==> src/rtl/seq_serializer_pkg.sv <==
// Shared definitions for the serial framer and its neighbours.
// Optional parity bit is enabled by defining PARITY_SER_EN.
package seq_serializer_pkg;

  localparam logic [1:0] ST_IDLE   = 2'b00;
  localparam logic [1:0] ST_SHIFT  = 2'b01;
  localparam logic [1:0] ST_PARITY = 2'b10;

  typedef enum logic [1:0] {
    IDLE   = ST_IDLE,
    SHIFT  = ST_SHIFT,
    PARITY = ST_PARITY
  } state_t;

  // Number of serial bits emitted per accepted word.
  function automatic int frame_len(input int width);
`ifdef PARITY_SER_EN
    return width + 1;
`else
    return width;
`endif
  endfunction

endpackage

==> src/rtl/seq_serializer_bit_counter.sv <==
// Modulo-WIDTH bit index counter with a flag marking the last index.
module ser_bit_counter
  import seq_serializer_pkg::*;
#(
  parameter int WIDTH = 8,
  parameter int CW    = (WIDTH > 1) ? $clog2(WIDTH) : 1
) (
  input  logic          clk,
  input  logic          rst,
  input  logic          en,
  output logic [CW-1:0] cnt,
  output logic          last
);

  logic [CW-1:0] cnt_reg;

  assign last = (cnt_reg == CW'(WIDTH - 1));
  assign cnt  = cnt_reg;

  // Advance while enabled, wrapping to 0 after the last bit index.
  always_ff @(posedge clk) begin
    if (!rst) begin
      cnt_reg <= '0;
    end else if (en) begin
      cnt_reg <= last ? '0 : cnt_reg + 1'b1;
    end
  end

endmodule

==> src/rtl/seq_serializer.sv <==
// Parallel-to-serial framer feeding a sequence detector's serial input.
// Words are taken over valid/ready and shifted out one bit per clock with
// framing flags. Define PARITY_SER_EN to append an even-parity bit per word.
module seq_serializer
  import seq_serializer_pkg::*;
#(
  parameter int WIDTH     = 8,
  parameter int MSB_FIRST = 1
) (
  input  logic             clk,
  input  logic             rst,
  input  logic [WIDTH-1:0] din,
  input  logic             din_valid,
  output logic             din_ready,
  output logic             Data_out,
  output logic             bit_valid,
  output logic             frame_start,
  output logic             frame_end
);

  localparam int CW = (WIDTH > 1) ? $clog2(WIDTH) : 1;

  state_t           state_reg, state_next;
  logic [WIDTH-1:0] shift_reg, shift_next;
  logic             data_out_reg, data_out_next;
  logic             bit_valid_reg, bit_valid_next;
  logic             frame_start_reg, frame_start_next;
  logic             frame_end_reg, frame_end_next;
`ifdef PARITY_SER_EN
  logic             parity_reg, parity_next;
`endif
  logic [CW-1:0]    cnt;
  logic             cnt_last;
  logic             cnt_en;
  logic             accept;
  logic             load;

  // Bit that leaves the word first, and the word after one bit has left.
  function automatic logic pick_bit(input logic [WIDTH-1:0] w);
    return (MSB_FIRST != 0) ? w[WIDTH-1] : w[0];
  endfunction

  function automatic logic [WIDTH-1:0] shift_one(input logic [WIDTH-1:0] w);
    return (MSB_FIRST != 0) ? (w << 1) : (w >> 1);
  endfunction

  // cnt is the index of the data bit currently on Data_out.
  ser_bit_counter #(.WIDTH(WIDTH), .CW(CW)) u_cnt (
    .clk  (clk),
    .rst  (rst),
    .en   (cnt_en),
    .cnt  (cnt),
    .last (cnt_last)
  );

  // Ready whenever the next edge could start a new frame without a gap.
  always_comb begin
    din_ready = 1'b0;
    case (state_reg)
      IDLE:   din_ready = 1'b1;
`ifdef PARITY_SER_EN
      PARITY: din_ready = 1'b1;
`else
      SHIFT:  din_ready = cnt_last;
`endif
      default: din_ready = 1'b0;
    endcase
  end

  assign accept = din_valid & din_ready;

  // Next-state and next-output logic; outputs fall to 0 unless a bit is due.
  always_comb begin
    state_next       = state_reg;
    shift_next       = shift_reg;
    data_out_next    = 1'b0;
    bit_valid_next   = 1'b0;
    frame_start_next = 1'b0;
    frame_end_next   = 1'b0;
`ifdef PARITY_SER_EN
    parity_next      = parity_reg;
`endif
    cnt_en           = 1'b0;
    load             = 1'b0;

    case (state_reg)
      IDLE: begin
        if (accept) load = 1'b1;
      end
      SHIFT: begin
        cnt_en = 1'b1;
        if (!cnt_last) begin
          data_out_next  = pick_bit(shift_reg);
          shift_next     = shift_one(shift_reg);
          bit_valid_next = 1'b1;
`ifndef PARITY_SER_EN
          frame_end_next = (cnt == CW'(WIDTH - 2));
`endif
        end else begin
`ifdef PARITY_SER_EN
          state_next     = PARITY;
          data_out_next  = parity_reg;
          bit_valid_next = 1'b1;
          frame_end_next = 1'b1;
`else
          if (accept) load = 1'b1;
          else        state_next = IDLE;
`endif
        end
      end
`ifdef PARITY_SER_EN
      PARITY: begin
        if (accept) load = 1'b1;
        else        state_next = IDLE;
      end
`endif
      default: state_next = IDLE;
    endcase

    // A new word shows its first bit right after the accepting edge.
    if (load) begin
      state_next       = SHIFT;
      data_out_next    = pick_bit(din);
      shift_next       = shift_one(din);
      bit_valid_next   = 1'b1;
      frame_start_next = 1'b1;
      frame_end_next   = 1'b0;
`ifdef PARITY_SER_EN
      parity_next      = ^din;
`endif
    end
  end

  // State, shift register and registered serial outputs.
  always_ff @(posedge clk) begin
    if (!rst) begin
      state_reg       <= IDLE;
      shift_reg       <= '0;
      data_out_reg    <= 1'b0;
      bit_valid_reg   <= 1'b0;
      frame_start_reg <= 1'b0;
      frame_end_reg   <= 1'b0;
`ifdef PARITY_SER_EN
      parity_reg      <= 1'b0;
`endif
    end else begin
      state_reg       <= state_next;
      shift_reg       <= shift_next;
      data_out_reg    <= data_out_next;
      bit_valid_reg   <= bit_valid_next;
      frame_start_reg <= frame_start_next;
      frame_end_reg   <= frame_end_next;
`ifdef PARITY_SER_EN
      parity_reg      <= parity_next;
`endif
    end
  end

  assign Data_out    = data_out_reg;
  assign bit_valid   = bit_valid_reg;
  assign frame_start = frame_start_reg;
  assign frame_end   = frame_end_reg;

endmodule

==> config.mk <==
export PLATFORM = sky130hd
export DESIGN_NAME = seq_serializer
export DESIGN_NICKNAME = d
export VERILOG_FILES = /design/src/rtl/seq_serializer_pkg.sv /design/src/rtl/seq_serializer_bit_counter.sv /design/src/rtl/seq_serializer.sv
export SDC_FILE = /design/constraint.sdc
export NUM_CORES = 1
export LEC_CHECK = 0
export CAP_MARGIN = 10
export CORE_AREA = 2 2 39 41
export CTS_BUF_LIST = sky130_fd_sc_hd__clkbuf_8
export CTS_CLUSTER_DIAMETER = 50
export DETAILED_ROUTE_END_ITERATION = 10
export DIE_AREA = 0 0 41 43
export HOLD_SLACK_MARGIN = 0.08
export PLACE_DENSITY = 0.86
export SETUP_SLACK_MARGIN = 0.4
export SLEW_MARGIN = 20
export SYNTH_ARGS = -nofsm -noshare
export SYNTH_HDL_FRONTEND = slang
export SYNTH_SLANG_ARGS = --single-unit
==> constraint.sdc <==
create_clock -name clk -period 4.1 [get_ports clk]
set_input_delay 1.23 -clock clk [delete_from_list [all_inputs] [get_ports clk]]
set_output_delay 1.23 -clock clk [all_outputs]
set_load 0.05 [all_outputs]
# After elaboration in Yosys (flattened, before gate mapping)
# Cells that the tools add are included.
# op_classes
eq_ne	9
add_sub_neg	1
n_mux	20
bitwise_logic	4
n_reduce_logical	7
# ops
cell	n
$mux 8	3
$mux 1	11
$eq 3x3->1 const B	2
$ne 2x2->1 const B	3
$ne 3x3->1 const B	2
$reduce_and 3->1	2
$mux 2	2
$pmux 1 s2	2
$pmux 2 s2	1
$reduce_or 4->1	1
$add 3x1->3 const B	1
$mux 3	1
$not 1->1	3
$eq 2x1->1 const B	1
$logic_not 2->1	1
$ne 2x1->1 const B	1
$reduce_and 2->1	1
$reduce_bool 2->1	1
$reduce_or 2->1	1
$and 1x1->1	1
# totals
reg_bits	16
output_inout_bits	5
elab_cells	49
input_bits	11

# Longest topological paths before layout
# Gate-level depths: netlist of the first run.
# depth
ltp_word	8
depth_mapped	7
mapped_depth_nobuf	6

# Hierarchy
# From an unflattened synthesis of the first run, not the netlist that was laid out.
# hier_totals
hier_cells	58
hier_area_um2	616.8
# modules_own_cells
module	cells_per_inst	area_per_inst_um2	n_inst	seq_area_each_um2
seq_serializer	46	473.0	1	240.2
ser_bit_counter	12	143.9	1	60.1

# Worst setup path after synthesis of the first run
# No wires, ideal clock.
# synth_timing
kind	register to output
startpoint	reg u_cnt.cnt_reg[0] (netlist: u_cnt.cnt[0])
endpoint	out din_ready
required_ns	2.870
path_slack_ns	1.718
n_path_buf	1
path_stages_with_launch	6
t_arrival_ns	1.152
path_cell_list	dfxtp_1 > ha_1 > ha_1 > and2b_4 > inv_4 > buf_6
# synth_via
elab_chain_len	2
# synth_rtl
element	line	text
from (decl)	seq_serializer_bit_counter.sv:15	logic [CW-1:0] cnt_reg;
from (signal assigned)	seq_serializer_bit_counter.sv:25	cnt_reg <= last ? '0 : cnt_reg + 1'b1;
$eq 3x3->1	seq_serializer_bit_counter.sv:17	assign last = (cnt_reg == CW'(WIDTH - 1));
$pmux 1 s2	seq_serializer.sv:59	case (state_reg)
to (decl)	seq_serializer.sv:14	output logic din_ready,
# No other way between the ends.

# Final worst setup path of the first run
# Same ends and word-level chain as after synthesis.

==> out/results.tsv, run 1 <==
metric	value	unit
setup_viol	0	
critPathMaxFanout	17	
status	finished clean	
ir_worst_vdd	0.174	mV
clock_latency	0.25	ns
ant_nets	0	
grt_pass1_vias	397	
path_depth	5	
cpMostUsedCell	ha_1	
drc	0	
ff2ff_setup_slack	2.66	ns
rsz0062_at_grt	false	
clk_path_buf_depth	2	
slowest_stage	clkdlybuf4s50_1	
grt_pass1_wl	1670	microns
setup_tns	0	ns
pin_count	16	
final_max_slew_viol_count	0	
yosysUniqueCellTypes	20	
syn_nets	74	
ys_ff_latch	15	
design.die.area	0.00176	sq mm
cts.sinks	15	
largest_reg_flops	7	
initial_core_util	44.2	%
path_cells	ha_1 -> ha_1 -> and2b_4 -> inv_4 -> clkdlybuf4s50_1	
area_growth	32.1	%
yosysSeqAreaShare	49.1	%
coreArea	0.00138	sq mm
drt_iter0_markers	4	
hold_depth	2	
num_antenna_cells	0	
final_nets	91	
hold_class	reg -> reg	
required	2.87	ns
final_cell_mix	15 x dfxtp_1, 15 x clkdlybuf4s50_1, 9 x mux2i_1	
p_per_area	410	mW/mm^2
tightest_slew	0.535	ns
crit_arrival	2.14	ns
syn_avg_cell_area	10.2	sq um
rows	14	
clk_pin_slew	0.06	ns
cp_num_buf_inv	2	
stdcell_area	808	sq um
reg2reg_depth	6	
critical-path-top-delay-family	buffers and inverters	
drive_gt1_share	7.89	%
cts_resized	0	
hold_violations	0	
hold_buffers	0	
fin_util	58.4	%
first_pass_iters	3	
finalCritPeriodShare	82.3	%
viasPerCell	5.00	
cts_tree	done	
dieWidth	41	microns
max_freq	296	MHz
die_h	43	microns
fin_skew	0.00646	ns
numPortBuffers	15	
totalWireLength	1090	microns
grt_overflow	0	
synth_area	612	sq um
place_congestion	0.701	
crit_type	reg -> out	
post_cts.repair.setup_buffers	0	
wl_per_cell	11.8	microns
slew_headroom	64.2	%
worst_setup_path_end_kind	primary output	
period_minus_slack	3.37	ns
start_kind	flip-flop	
track_usage	14.8	%
placed_area	762	sq um
maxCapViolations	0	
syn-instance-count	60	
grt_max_degree	18	
num_vias	460	
cts-buffers-inserted	3	
p_leak	0.348	nW
antenna_found_initial	0	
yosysWarningCount	0	
ctsHtreeMaxLevel	1	
cts_root_buf	clkbuf_8	
cp_slowest_stage_delay	0.82	ns
-- Yosys cell counts (all sizes together) --
library cell  number  area (sq um)
buf                2          16.3
o21a               2          15.0
o211a              1          10.0
a21oi              6          30.0
o21ai              6          30.0
mux2i              9          90.1
nor2               3          11.3
nor2b              2          12.5
and3               1          6.26
nand2              3          11.3
and2b              1          10.0
nand3              2          10.0
a21boi             1          7.51
dfxtp             15           300
inv                2          10.0
clkbuf             1          3.75
ha                 3          37.5
-- cell type report --
class / count / area, sq um
inverters: 2 / 10.0
multi-input cells: 40 / 282
clock inverters: 1 / 5.00
flip-flops and latches: 15 / 300
fillers: 116 / 576
clock buffers: 3 / 41.3
well taps: 16 / 20.0
repair buffers: 15 / 150
-- power breakdown --
group / switching (mW) / leakage, nW / internal, mW / total (mW)
logic: 0.0260 / 0.199 / 0.0251 / 0.0511
registers: 0.00619 / 0.124 / 0.156 / 0.162
clock network: 0.0512 / 0.0255 / 0.0672 / 0.118
-- logic make-up after synthesis --
kind of cell	count (synthesis)	share of synthesized area (%)
compound gates	16	15.1
fa+ha+maj	3	6.14
buf+inv	5	4.91
flops	15	49.1
mux	9	14.7
simple gates	12	10.0
-- final timing paths --
| path | to | from |
|---|---|---|
| max | din_ready | u_cnt.cnt[0]$_SDFFE_PN0P_ |
| min | Data_out$_SDFF_PN0_ | shift_reg[7]$_SDFFE_PN0P_ |
| max reg2reg | shift_reg[6]$_SDFFE_PN0P_ | u_cnt.cnt[0]$_SDFFE_PN0P_ |
| min reg2reg | Data_out$_SDFF_PN0_ | shift_reg[7]$_SDFFE_PN0P_ |
-- layer usage --
metal	global-route usage [%]	up-vias	wire (microns)
met5	0	-	0
met4	10.0	0	17
met3	4.71	2	59
met2	21.6	14	498
met1	17.4	204	512
li1	-	240	-
-- worst min-delay path, delay by kind of cell (launching register included) --
family	cells	cell delay [ns]
and+or+nand+nor	1	0.05
DFF	1	0.31
AOI/OAI and AO/OA	1	0.05
-- through the flow --
stage	total power, mW	hold WS [ns]	setup slack, ns	instances
3_3_place_gp	0.214	0.457	1.07	88
2_1_floorplan	0.198	0.430	1.72	60
4_1_cts	0.334	0.461	0.727	92
5_1_grt	0.345	0.473	0.632	92
6_report	0.332	0.459	0.725	92
3_5_place_dp	0.216	0.453	1.02	88
(Power assumes the default switching activity.)
==> inputs of run 2 (changes only) <==
--- a/config.mk
+++ b/config.mk
@@ -6,13 +6,13 @@
 export NUM_CORES = 1
 export LEC_CHECK = 0
 export CAP_MARGIN = 10
-export CORE_AREA = 2 2 39 41
+export CORE_MARGIN = 2
+export CORE_UTILIZATION = 43
 export CTS_BUF_LIST = sky130_fd_sc_hd__clkbuf_8
 export CTS_CLUSTER_DIAMETER = 50
 export DETAILED_ROUTE_END_ITERATION = 10
-export DIE_AREA = 0 0 41 43
 export HOLD_SLACK_MARGIN = 0.08
-export PLACE_DENSITY = 0.86
+export PLACE_DENSITY = 0.85
 export SETUP_SLACK_MARGIN = 0.4
 export SLEW_MARGIN = 20
 export SYNTH_ARGS = -nofsm -noshare
==> constraint.sdc (replaced) <==
create_clock -name clk -period 2.82 [get_ports clk]
set_input_delay 0.846 -clock clk [delete_from_list [all_inputs] [get_ports clk]]
set_output_delay 0.846 -clock clk [all_outputs]
set_load 0.05 [all_outputs]
==> run 2 against run 1 <==
Against the previous run: via count decreased by 0.43%; worst hold slack better by 0.0055 ns; sequential cell count did not move; critical path depth is the same; global-route usage down 1.6 points; first-iteration DRC count is 75% lower; critical endpoint unchanged; largest cell class unchanged; highest routed layer unchanged.
==> out/results.tsv, run 2 (synthesis results as in run 1) <==
metric	value	unit	change
slowest_stage	dfxtp_1		
worstHoldStart	shift_reg[7]$_SDFFE_PN0P_		
die_h	41.7	microns	-3.0%
crit_type	reg -> out		
cts_tree	done		
fin_hold_ws	0.465	ns	+0.00550 ns
final_cell_mix	15 x dfxtp_1, 14 x clkdlybuf4s50_1, 9 x mux2i_1		
hold_buffers	0		unchanged
cts.sinks	15		unchanged
cp_num_buf_inv	2		unchanged
placed_area	758	sq um	-0.49%
wl_per_cell	10.5	microns	-11%
grt_pass1_wl	1740	microns	+4.1%
critical-path-top-delay-family	adder cells		
final_max_slew_viol_count	0		unchanged
pin_count	16		unchanged
final_nets	91		unchanged
ff2ff_setup_slack	1.39	ns	-1.27 ns
finalPower	482	uW	+45%
grt_overflow	0		unchanged
design.die.area	0.00174	sq mm	-1.3%
tightest_slew	0.502	ns	-0.0330 ns
clk_pin_slew	0.06	ns	about the same
viasPerCell	5.03		+0.66%
drt_iter0_markers	1		-3
critPathMaxFanout	17		unchanged
cts-buffers-inserted	3		unchanged
crit_arrival	1.50	ns	-0.64 ns
period_minus_slack	2.34	ns	
p_per_area	596	mW/mm^2	+45%
r2r_start	u_cnt.cnt[0]$_SDFFE_PN0P_		
max_freq	427	MHz	
hold_class	reg -> reg		
final_common_cell	dfxtp_1		
finalCritPeriodShare	83.0	%	
clk_path_buf_depth	2		unchanged
setup_viol	0		unchanged
num_antenna_cells	0		unchanged
post_cts.repair.setup_buffers	0		unchanged
cpMostUsedCell	ha_1		
track_usage	13.2	%	-1.6 points
antenna_found_initial	0		unchanged
startpoint	u_cnt.cnt[0]$_SDFFE_PN0P_		
ctsHtreeMaxLevel	1		unchanged
cts_root_buf	clkbuf_8		
status	finished clean		
hold_violations	0		unchanged
maxCapViolations	0		unchanged
cp_slowest_stage_delay	0.33	ns	-0.49 ns
initial_core_util	46.4	%	+2.2 points
ant_nets	0		unchanged
rows	13		-1
fin_skew	0.00473	ns	-0.00173 ns
stdcell_area	808	sq um	unchanged
num_vias	458		-0.43%
grt_pass1_vias	402		+1.3%
rsz0062_at_grt	false		
first_pass_iters	2		-1
grt_max_degree	18		unchanged
slew_headroom	66.4	%	+2.2 points
setup_tns	0	ns	unchanged
clock_latency	0.25	ns	about the same
drive_gt1_share	9.21	%	+1.3 points
place_congestion	0.662		-5.5%
area_growth	32.1	%	unchanged
p_leak	0.350	nW	+0.55%
largest_reg_flops	7		unchanged
dp_slack	0.703	ns	-0.314 ns
required	1.97	ns	-0.90 ns
totalWireLength	960	microns	-12%
worst_setup_path_end_kind	primary output		
dieWidth	41.7	microns	+1.8%
ir_worst_vdd	0.407	mV	+130%
path_cells	ha_1 -> ha_1 -> and2b_4 -> inv_4 -> buf_6		
start_kind	flip-flop		
final.setup.worst_slack	0.479	ns	-0.247 ns
drc	0		unchanged
coreArea	0.00132	sq mm	-4.8%
numPortBuffers	15		unchanged
-- run 2: cell count changes in the layout (fill, tap and decap cells not counted) --
cell,delta
buf_6,+1
clkdlybuf4s50_1,-1
-- run 2: timing repair --
| action | CTS | global route |
|---|---|---|
| setup endpoints to repair | 0 | 1 |
| resized for setup | 0 | 1 |
| hold endpoints to repair | 0 | 0 |
-- run 2: metrics by stage --
stage                     utilization (%)  instances
after floorplan                         -         60
final                                61.3         91
after global placement               57.5         87
after CTS                            61.1         91
after detailed placement             57.5         87
after global routing                 61.3         91
-- run 2: power breakdown --
group	switching (mW)	internal (mW)	total, mW
clock	0.0758	0.0979	0.174
combinational	0.0365	0.0362	0.0727
sequential	0.00849	0.227	0.235
-- run 2: path summary, 6_finish.rpt --
path / to / depth (start not counted)
min: Data_out$_SDFF_PN0_ / 2
max reg2reg: shift_reg[2]$_SDFFE_PN0P_ / 6
min reg2reg: Data_out$_SDFF_PN0_ / 2
max: din_ready / 5
-- run 2: worst reg2reg max path: stages, from the launching register on --
cell	delay (ns)
dfxtp_1	0.33
ha_1	0.20
ha_1	0.19
and2b_4	0.28
inv_4	0.08
o21ai_0	0.18
a21oi_1	0.06
-- run 2: area by class of cell --
type                    instances  area [sq um]
multi-input cells              40           282
well taps                      15          18.8
repair buffers                 15           151
fillers                       112           509
inverters                       2          10.0
clock inverters                 1          5.00
clock buffers                   3          41.3
flip-flops and latches         15           300
-- run 2: layer usage --
metal | part of all wire (%) | routed length, microns | track usage [%] | vias to the layer above
li1 | - | - | - | 242
met5 | 0 | 0 | 0 | -
met1 | 48 | 456 | 16.6 | 199
met3 | 5.0 | 48 | 3.04 | 4
met4 | 3.5 | 34 | 11.6 | 0
met2 | 44 | 421 | 18.4 | 13
==> inputs of run 3 (changes only) <==
==> constraint.sdc (replaced) <==
create_clock -name clk -period 2 [get_ports clk]
set_input_delay 0.6 -clock clk [delete_from_list [all_inputs] [get_ports clk]]
set_output_delay 0.6 -clock clk [all_outputs]
set_load 0.05 [all_outputs]
==> run 3 against run 2 <==
Against the previous run: sequential share of layout area decreased by 2.5 points; count of clock-buffer cells in the layout unchanged; worst hold slack improved by 0.0024 ns; critical path depth unchanged; final cell count increased by 6.6%; cell area increased by 9.9%; worst setup slack got worse by 0.43 ns; total power increased by 44%; combinational power increased by 71%; routed wire length increased by 20%; register-to-register slack got worse by 0.98 ns; die area unchanged; critical endpoint unchanged; critical path type unchanged.
==> out/results.tsv, run 3 (synthesis results as in run 1) <==
metric	value	unit	change
dpl.hpwl	736	microns	
hold_violations	0		unchanged
final_cell_mix	13 x dfxtp_1, 10 x clkdlybuf4s50_1, 10 x buf_4		
final_common_cell	dfxtp_1		
ant_nets	0		unchanged
crit_arrival	1.36	ns	-0.14 ns
largest_reg_flops	7		unchanged
worst_setup_path_end_kind	primary output		
slew_headroom	71.6	%	+5.2 points
cts_tree	done		
startpoint	u_cnt.cnt[1]$_SDFFE_PN0P_		
multi_input_area	307	sq um	+8.9%
drc	0		unchanged
numPortBuffers	15		unchanged
period_minus_slack	1.96	ns	
stdcell_area	888	sq um	+9.9%
crit_type	reg -> out		
rsz0062_at_grt	true		
die_h	41.7	microns	unchanged
fin_skew	0.00434	ns	-0.000396 ns
first_pass_iters	2		unchanged
totalWireLength	1160	microns	+20%
clk_path_buf_depth	2		unchanged
wl_per_cell	11.9	microns	+13%
setup_viol	0		unchanged
critPathMaxFanout	2		-15
area_growth	45.2	%	
endpoint	din_ready		
num_vias	484		+5.7%
start_kind	flip-flop		
grt_pass1_vias	465		+16%
p_leak	0.390	nW	+11%
ff2ff_setup_slack	0.41	ns	-0.98 ns
drive_gt1_share	24.4	%	+15 points
coreArea	0.00132	sq mm	unchanged
stdcell_count	97		+6.6%
clk_pin_slew	0.06	ns	about the same
r2r-end	shift_reg[2]$_SDFFE_PN0P_		
r2r_start	u_cnt.cnt[1]$_SDFFE_PN0P_		
grt_max_degree	17		-1
fillers	95		-15%
cts_root_buf	clkbuf_8		
reg2reg_depth	8		+2
hold_class	reg -> reg		
dp.cells	88		+1.1%
num_antenna_cells	0		unchanged
initial_core_util	46.4	%	unchanged
pin_count	16		unchanged
clock_latency	0.25	ns	about the same
final_max_slew_viol_count	0		unchanged
cts.sinks	15		unchanged
setup_tns	0	ns	unchanged
ctsHtreeMaxLevel	1		unchanged
grt_pass1_wl	1950	microns	+12%
hold_buffers	0		unchanged
finalCritPeriodShare	97.8	%	
p_per_area	783	mW/mm^2	+31%
cts-buffers-inserted	3		unchanged
rows	13		unchanged
viasPerCell	4.99		-0.86%
ir_worst_vdd	0.524	mV	+29%
max_freq	511	MHz	
status	finished clean		
maxCapViolations	0		unchanged
placed_area	796	sq um	+5.0%
track_usage	15.8	%	+2.7 points
drt_iter0_markers	1		unchanged
seq_area	308	sq um	+2.5%
dieWidth	41.7	microns	unchanged
design.die.area	0.00174	sq mm	unchanged
final_nets	97		+6.6%
tightest_slew	0.424	ns	-0.0782 ns
required	1.40	ns	-0.57 ns
place_congestion	0.696		+5.1%
grt_overflow	0		unchanged
antenna_found_initial	0		unchanged
[run 3: stage by stage]
step	hold WS, ns	setup slack (ns)	util [%]	power (mW)
after floorplan	0.430	0.321	-	0.412
after global placement	0.450	0.273	60.4	0.446
after detailed placement	0.453	0.253	60.4	0.450
after CTS	0.464	0.0459	66.9	0.703
after global routing	0.485	0.00856	67.4	0.732
final	0.467	0.0443	67.4	0.695
[run 3: layout make-up]
cell class / instances / area share (%)
Clock buffer: 3 / 4.65
Tap cell: 15 / 2.11
Multi-Input combinational cell: 40 / 34.5
Inverter: 2 / 1.69
Clock inverter: 1 / 0.423
Sequential cell: 15 / 34.6
Timing Repair Buffer: 21 / 22.0
[run 3: worst max-delay path: stages (launching register included)]
cell,delay (ns)
dfxtp_4,0.35
ha_4,0.16
ha_4,0.15
and2b_4,0.28
inv_8,0.04
buf_12,0.13
[run 3: worst min path at each step]
| stage | startpoint | to | cells past startpoint |
|---|---|---|---|
| 5_1_grt | shift_reg[7]$_SDFFE_PN0P_ | Data_out$_SDFF_PN0_ | 2 |
| 4_1_cts | shift_reg[7]$_SDFFE_PN0P_ | Data_out$_SDFF_PN0_ | 2 |
| 3_3_place_gp | shift_reg[7]$_SDFFE_PN0P_ | Data_out$_SDFF_PN0_ | 2 |
| 2_1_floorplan | shift_reg[7]$_SDFFE_PN0P_ | Data_out$_SDFF_PN0_ | 2 |
| 3_5_place_dp | shift_reg[7]$_SDFFE_PN0P_ | Data_out$_SDFF_PN0_ | 2 |
| 6_report | shift_reg[7]$_SDFFE_PN0P_ | Data_out$_SDFF_PN0_ | 2 |
[run 3: timing repair]
item | CTS | global route
resized for setup | 4 | 0
endpoints found under the setup margin | 1 | 1
pin swaps | 1 | 1
buffers inserted | 4 | 1
[run 3: routing by layer]
metal | vias up | share of wire, % | global-route usage [%]
li1 | 254 | - | -
met1 | 210 | 38 | 15.1
met2 | 16 | 51 | 25.3
met3 | 4 | 7.4 | 8.70
met4 | 0 | 2.9 | 11.6
met5 | - | 0 | 0
[run 3: where the power goes]
part	internal [mW]	leakage, nW	switching (mW)
clock	0.136	0.0269	0.104
combinational	0.0647	0.238	0.0591
sequential	0.320	0.125	0.0123
total	0.520	0.390	0.175
